### config.mk
export PLATFORM = sky130hd
export DESIGN_NAME = booth_seq_datapath
export DESIGN_NICKNAME = d
export VERILOG_FILES = /design/src/rtl/booth_seq_datapath.sv
export SDC_FILE = /design/constraint.sdc
export NUM_CORES = 1
export LEC_CHECK = 0
export BUFFER_PORTS_ARGS = -buffer_cell sky130_fd_sc_hd__buf_2
export CORE_ASPECT_RATIO = 1.25
export CORE_MARGIN = 3
export CORE_UTILIZATION = 50
export DETAILED_ROUTE_END_ITERATION = 6
export PLACE_DENSITY_LB_ADDON = 0.08
export SKIP_CTS_REPAIR_TIMING = 1
export SYNTH_ARGS = -nofsm -noshare
export SYNTH_HDL_FRONTEND = slang
export SYNTH_SLANG_ARGS = --single-unit
### constraint.sdc
create_clock -name clk -period 2.6 [get_ports clk]
set_input_delay 0.52 -clock clk [delete_from_list [all_inputs] [get_ports clk]]
set_output_delay 0.52 -clock clk [all_outputs]
set_load 0.005 [all_outputs]
### src/rtl/booth_seq_datapath.sv
// Sequential radix-2 Booth multiplier: A/M/Q/Q0 datapath plus its sequencer.
// Accepts two signed WIDTH-bit operands on start. Produces the signed
// 2*WIDTH-bit product after WIDTH ARITH/SHIFT iteration pairs.
module booth_seq_datapath #(
    parameter int WIDTH = 8
) (
    input  logic                 clk,
    input  logic                 clr,
    input  logic                 start,
    input  logic [WIDTH-1:0]     m_in,
    input  logic [WIDTH-1:0]     q_in,
    output logic                 busy,
    output logic                 done,
    output logic [2*WIDTH-1:0]   product
);

    localparam int CNT_W = $clog2(WIDTH + 1);

    typedef enum logic [1:0] {
        IDLE  = 2'd0,
        ARITH = 2'd1,
        SHIFT = 2'd2,
        DONE  = 2'd3
    } state_t;

    state_t             state_reg;
    // A and M carry one guard bit so that m_in = -2^(WIDTH-1) negates without overflow
    logic [WIDTH:0]     a_reg;
    logic [WIDTH:0]     m_reg;
    logic [WIDTH-1:0]   q_reg;
    logic               q0_reg;
    logic [CNT_W-1:0]   cnt_reg;
    logic               busy_reg;
    logic               done_reg;

    // Sequencer and datapath: capture, add/sub, arithmetic shift, count down
    always_ff @(posedge clk) begin
        if (clr) begin
            state_reg <= IDLE;
            a_reg     <= '0;
            m_reg     <= '0;
            q_reg     <= '0;
            q0_reg    <= 1'b0;
            cnt_reg   <= '0;
            busy_reg  <= 1'b0;
            done_reg  <= 1'b0;
        end else begin
            case (state_reg)
                IDLE: begin
                    if (start) begin
                        m_reg     <= {m_in[WIDTH-1], m_in};
                        q_reg     <= q_in;
                        a_reg     <= '0;
                        q0_reg    <= 1'b0;
                        cnt_reg   <= CNT_W'(WIDTH);
                        busy_reg  <= 1'b1;
                        state_reg <= ARITH;
                    end
                end
                ARITH: begin
                    case ({q_reg[0], q0_reg})
                        2'b01:   a_reg <= a_reg + m_reg;
                        2'b10:   a_reg <= a_reg - m_reg;
                        default: a_reg <= a_reg;
                    endcase
                    state_reg <= SHIFT;
                end
                SHIFT: begin
                    // {A,Q,Q0} shifts right by one with A's sign bit replicated
                    {a_reg, q_reg, q0_reg} <= {a_reg[WIDTH], a_reg, q_reg};
                    cnt_reg <= cnt_reg - 1'b1;
                    if (cnt_reg == CNT_W'(1)) begin
                        busy_reg  <= 1'b0;
                        done_reg  <= 1'b1;
                        state_reg <= DONE;
                    end else begin
                        state_reg <= ARITH;
                    end
                end
                DONE: begin
                    done_reg  <= 1'b0;
                    state_reg <= IDLE;
                end
                default: begin
                    busy_reg  <= 1'b0;
                    done_reg  <= 1'b0;
                    state_reg <= IDLE;
                end
            endcase
        end
    end

    assign busy = busy_reg;
    assign done = done_reg;

    // Product is the low WIDTH bits of A concatenated with Q; the guard bit is dropped
    generate
        for (genvar gi = 0; gi < WIDTH; gi++) begin : g_product
            assign product[WIDTH + gi] = a_reg[gi];
            assign product[gi]         = q_reg[gi];
        end
    endgenerate

endmodule

## After elaboration in Yosys (flattened, before gate mapping)

Cells that the tools add are included.

| operators by class | value |
|---|---|
| $add $sub $neg | 3 |
| eq/ne operators | 9 |
| mux-type cells | 17 |
| bitwise logic cells | 1 |
| reduce and logical (&&, ||, !) cells | 11 |

Operator list:

| cell | count |
|---|---|
| one-hot mux 9 bit (3 select lines) | 1 |
| one-hot mux 9 bit (2 select lines) | 1 |
| one-hot mux 8 bit (2 select lines) | 1 |
| adder 9 bit | 1 |
| 2-to-1 mux 9 bit | 1 |
| subtractor 9 bit | 1 |
| 2-to-1 mux 8 bit | 1 |
| one-hot mux 2 bit (4 select lines) | 1 |
| one-hot mux 4 bit (2 select lines) | 1 |
| equality test 2 bit (second input constant) | 3 |
| one-hot mux 1 bit (2 select lines) | 3 |
| AND reduction 2 bit | 3 |
| AND reduction 3 bit | 2 |
| nonzero test 2 bit | 3 |
| equality test 2 x 1 -> 1 bit (second input constant) | 2 |
| equality test 4 x 1 -> 1 bit (second input constant) | 1 |
| 2-to-1 mux 1 bit | 4 |
| 2-to-1 mux 2 bit | 2 |
| 2-to-1 mux 4 bit | 1 |
| inequality test 2 bit (second input constant) | 2 |
| AND reduction 4 bit | 1 |
| subtractor 4 x 1 -> 4 bit (second input constant) | 1 |
| inequality test 3 bit (second input constant) | 1 |
| nonzero test 3 bit | 1 |
| other kinds (2) | 2 |

| storage, ports and cells | value |
|---|---|
| register bits | 34 |
| bits of input ports | 19 |
| output and inout bits | 18 |

## Logic depth before layout (Yosys ltp)

| depth | value |
|---|---|
| depth in word-level cells | 3 |
| mapped depth | 12 |
| gate-level depth less buffers | 11 |

## Worst setup path before layout

OpenSTA, ideal clock, no wires.

| timing path | value |
|---|---|
| kind | register to register |
| from | reg q_reg[0] |
| to | reg a_reg[8] |
| library setup time | 0.074 ns |
| arrival | 2.577 ns |
| required time | 2.526 ns |
| path slack | -0.052 ns |
| stages on the path, launching flop included | 11 |
| buffers on the path | 1 |
| period minus slack after synthesis | 2.652 ns |
| cells stage by stage | dfxtp_1 ha_1 buf_2 mux2i_1 fa_1 a21o_1 a221oi_1 o21ai_1 xnor2_1 or4_1 a31oi_1 |

| on the way | value |
|---|---|
| word-level cells in the longest chain between the ends | 3 |
| elaborated cells on any way between the ends | 6 |

RTL lines:

| element | RTL line | text |
|---|---|---|
| from (decl) | 30 | `logic [WIDTH-1:0] q_reg;` |
| from (signal assigned) | 52 | `q_reg <= q_in;` |
| from (signal assigned) | 70 | `{a_reg, q_reg, q0_reg} <= {a_reg[WIDTH], a_reg, q_reg};` |
| equality test 2 bit or equality test 2 x 1 -> 1 bit (tied branches) | 61 | `case ({q_reg[0], q0_reg})` |
| one-hot mux 9 bit (2 select lines) or inequality test 3 bit (tied branches) | -- |  |
| one-hot mux 9 bit (3 select lines) or AND reduction 4 bit (tied branches) | -- |  |
| to (signal assigned) | 62 | `2'b01: a_reg <= a_reg + m_reg;` |
| to (signal assigned) | 63 | `2'b10: a_reg <= a_reg - m_reg;` |
| to (signal assigned) | 64 | `default: a_reg <= a_reg;` |
| to (decl) | 28 | `logic [WIDTH:0] a_reg;` |

Parallel ways exist; a longest one is shown, timed or not.
A chain may end at the register's enable or synchronous reset.

## Final worst setup path

| timing path | value |
|---|---|
| from | reg m_reg[2] |
| to | reg a_reg[8] |

| on the way | value |
|---|---|
| word-level cells in the longest chain between the ends | 3 |
| elaborated cells on any way between the ends | 4 |

RTL lines:

| element | RTL line | text |
|---|---|---|
| from (decl) | 29 | `logic [WIDTH:0] m_reg;` |
| from (signal assigned) | 51 | `m_reg <= {m_in[WIDTH-1], m_in};` |
| subtractor 9 bit or adder 9 bit (tied branches) | 63, 62 |  |
| one-hot mux 9 bit (2 select lines) (*) | 61 |  |
| one-hot mux 9 bit (3 select lines) (*) | 48 | `case (state_reg)` |

Mark *: on every way between the ends. The rest lies on a longest branch, timed or not.

==> key figures <==
Status
  – Status: complete, no violations

Global routing
  – Number of global-route vias before repair: roughly 1800
  – Initial antenna violation count: 0
  – Gr usage total: 0.204
  – Global-route wire length before repair: a little over 8000 µm
  – Largest net degree at the start of global routing: 35
  – Global route total overflow: 0

Critical path
  – Setup CP Type: flip-flop to flip-flop
  – Crit path DAT: 2740 ps
  – Crit. End Element: flip-flop
  – Data required, critical path: ~2800 ps
  – Startpoint Class: flip-flop
  – Worst-path fanout max: 6

Cells and area
  – Nets: 335
  – Finished Core Util: 0.645
  – Synth-to-Final Area Change: 20.6%
  – Non-filler cells, final: 354
  – Max FFs per register: 9
  – Layout cells sized above 1: 0.267
  – ANT cells: 0

Timing
  – Fin crit share: 0.974
  – Endpoints failing hold: 0
  – Final setup viols: 0
  – Final-report max-slew violation count: 0
  – Setup TNS: 0 ps
  – Actual slew at the worst max-slew pin: 619 ps
  – Unrepaired setup endpoints after global routing: yes
  – Slew HR: 0.587
  – Peak Freq: around 400 MHz
  – Tmin final: roughly 2500 ps
  – Min Hold Slack: 460 ps
  – Final worst setup slack: 68.6 ps
  – Clk_skew: 3.62 ps

Synth
  – Syn. warnings: 0
  – Compound-Gate Fraction of Synth Area: 0.202
  – Yosys top cell area share: 0.326
  – Synth async-reset ratio: 0
  – Post-synth net total: 295
  – Count leader, synth: dfxtp_1
  – Post-Synth Adder-Cell Area: 0.105
  – Netlist Area Pre-Place: roughly 2100 µm²
  – Simple-gate area share of the yosys netlist: 0.195
  – Synth cell types: 45
  – Mux contribution to synthesized area: 0.0575
  – Register bit total from synthesis: 34
  – Most frequent cells after synthesis: 34 x dfxtp_1, 31 x nor2_1, 30 x nand2_1, 21 x a21oi_1, 16 x ha_1
  – Sequential-to-total area share from yosys stat: 0.326
  – Synth area leaders: dfxtp_1 33%, ha_1 9.6%, mux2i_1 5.7%
  – Post-synth EDFFs: 0
  – Synth Area in XOR/XNOR: 0.0419
  – Largest family of logic cells by synthesized area: compound AO/OA/AOI/OAI gates
  – Primary FF master, synth: dfxtp_1
  – Synth Area per Inst: slightly above 8 µm²
  – Cells after synthesis: between 200 and 300
  – Area leader, netlist: dfxtp_1

Power
  – Maximum vdd ir drop: roughly 570 µV
  – LEAKAGE: roughly 0.0011 µW
  – PD cells: 1010 nW/µm²

Place
  – Post-placement cell count: about 340
  – DP HPWL: about 3400 µm
  – GP Congestion: 0.877
  – Placement Setup Slack: -18.0 ps
  – Number of port buffers: 36

Detailed routing
  – Drt pass-1 iters: 4
  – # DRC: 0
  – WL/cell: between 10 and 15 µm
  – Vias per cell: approximately 5.4
  – Final wirelength: slightly below 5000 µm
  – DRT iter0 DRCs: 105
  – Routed Antenna Nets: 0
  – Vias: 1907

Clock tree
  – Htree depth: 2
  – Clk_lat worst skew: 280 ps
  – Clk buf depth: 2
  – Clock sink total: 34
  – CTS buffer count: 5
  – Worst-path clk slew: roughly 70 ps
  – CTS tree: done
  – CTS Root Cell: clkbuf_8

Floorplan
  – Die width: 63.8 µm
  – Core Box Area: 3910 µm²
  – Die ar.: 5000 µm²
  – Initial Util: 0.535
  – I/O pin cnt: 37
  – Die Height: around 80 µm
  – FP Rows: 25

Flow run
  – Max-cap violations: 0

Min path
  – Min-Delay Path Class: input port to flip-flop
[stage by stage]
stage	instance area, µm²	total power (µW)
floorplan	2100	1690
global route	2520	2800
finish	2520	2560
detailed placement	2350	2070
CTS	2450	2490
global placement	2350	2060
[cell type report]
| type | count | area [µm²] |
|---|---|---|
| Inverter | 11 | 41.3 |
| Tap cell | 54 | 67.6 |
| Clock inverter | 1 | 5.00 |
| Clock buffer | 7 | 86.3 |
| Fill cell | 347 | 1390 |
| Timing Repair Buffer | 54 | 315 |
| Multi-Input combinational cell | 193 | 1320 |
| Sequential cell | 34 | 687 |
[power breakdown]
part           internal [µW]  switching (µW)  leakage (µW)
clock network            214             191     0.0000482
logic                    684             725      0.000725
registers                633             112      0.000281
total                   1530            1030       0.00105
[worst max-delay path, cell delays in order, from the launching register on]
cell	delay, ps
dfxtp_2	370
nor3_2	230
a31oi_2	130
xnor2_1	190
ha_1	270
and3_1	200
a221oi_2	280
o21ai_1	120
xnor2_1	140
or4_1	390
a31oi_1	140
[metal layers]
layer | wire, µm | vias to the layer above | GRT usage
li1 | - | 986 | -
met1 | 2060 | 885 | 0.241
met2 | 2520 | 27 | 0.355
met3 | 116 | 9 | 0.0343
met4 | 102 | 0 | 0.0907
met5 | 0 | - | 0
[final timing paths]
| kind | startpoint | end | slack [ps] | cells after the start |
|---|---|---|---|---|
| hold / removal | m_in[2] | m_reg[2]$_SDFFE_PP0P_ | 460 | 3 |
| setup reg to reg | m_reg[2]$_SDFFE_PP0P_ | a_reg[8]$_SDFFE_PP0P_ | 70 | 10 |
| hold reg to reg | cnt_reg[3]$_SDFFE_PP0P_ | cnt_reg[3]$_SDFFE_PP0P_ | 480 | 1 |
| setup / recovery | m_reg[2]$_SDFFE_PP0P_ | a_reg[8]$_SDFFE_PP0P_ | 70 | 10 |
[cells by family (layout without fill, tap and decap cells)]
logic type / after synthesis / after routing
muxes: 12 / 12
DFF: 34 / 34
AOI/OAI and AO/OA: 63 / 63
adders and majority gates: 17 / 17
and+or+nand+nor: 91 / 91
buffers and inverters: 32 / 73
xor gates and xnor gates: 10 / 10
[placed cells by master (no fill, tap or decap), drive strengths merged, types with 4 or more instances in the layout]
master  count
a211oi     11
a21oi      22
a311oi      5
buf        54
clkbuf      7
dfxtp      34
ha         16
inv        11
mux2i      12
nand2      30
nand3      11
nor2       31
nor3        4
o21ai       6
xnor2       8
Note: power is estimated with default switching activity, not from simulation.
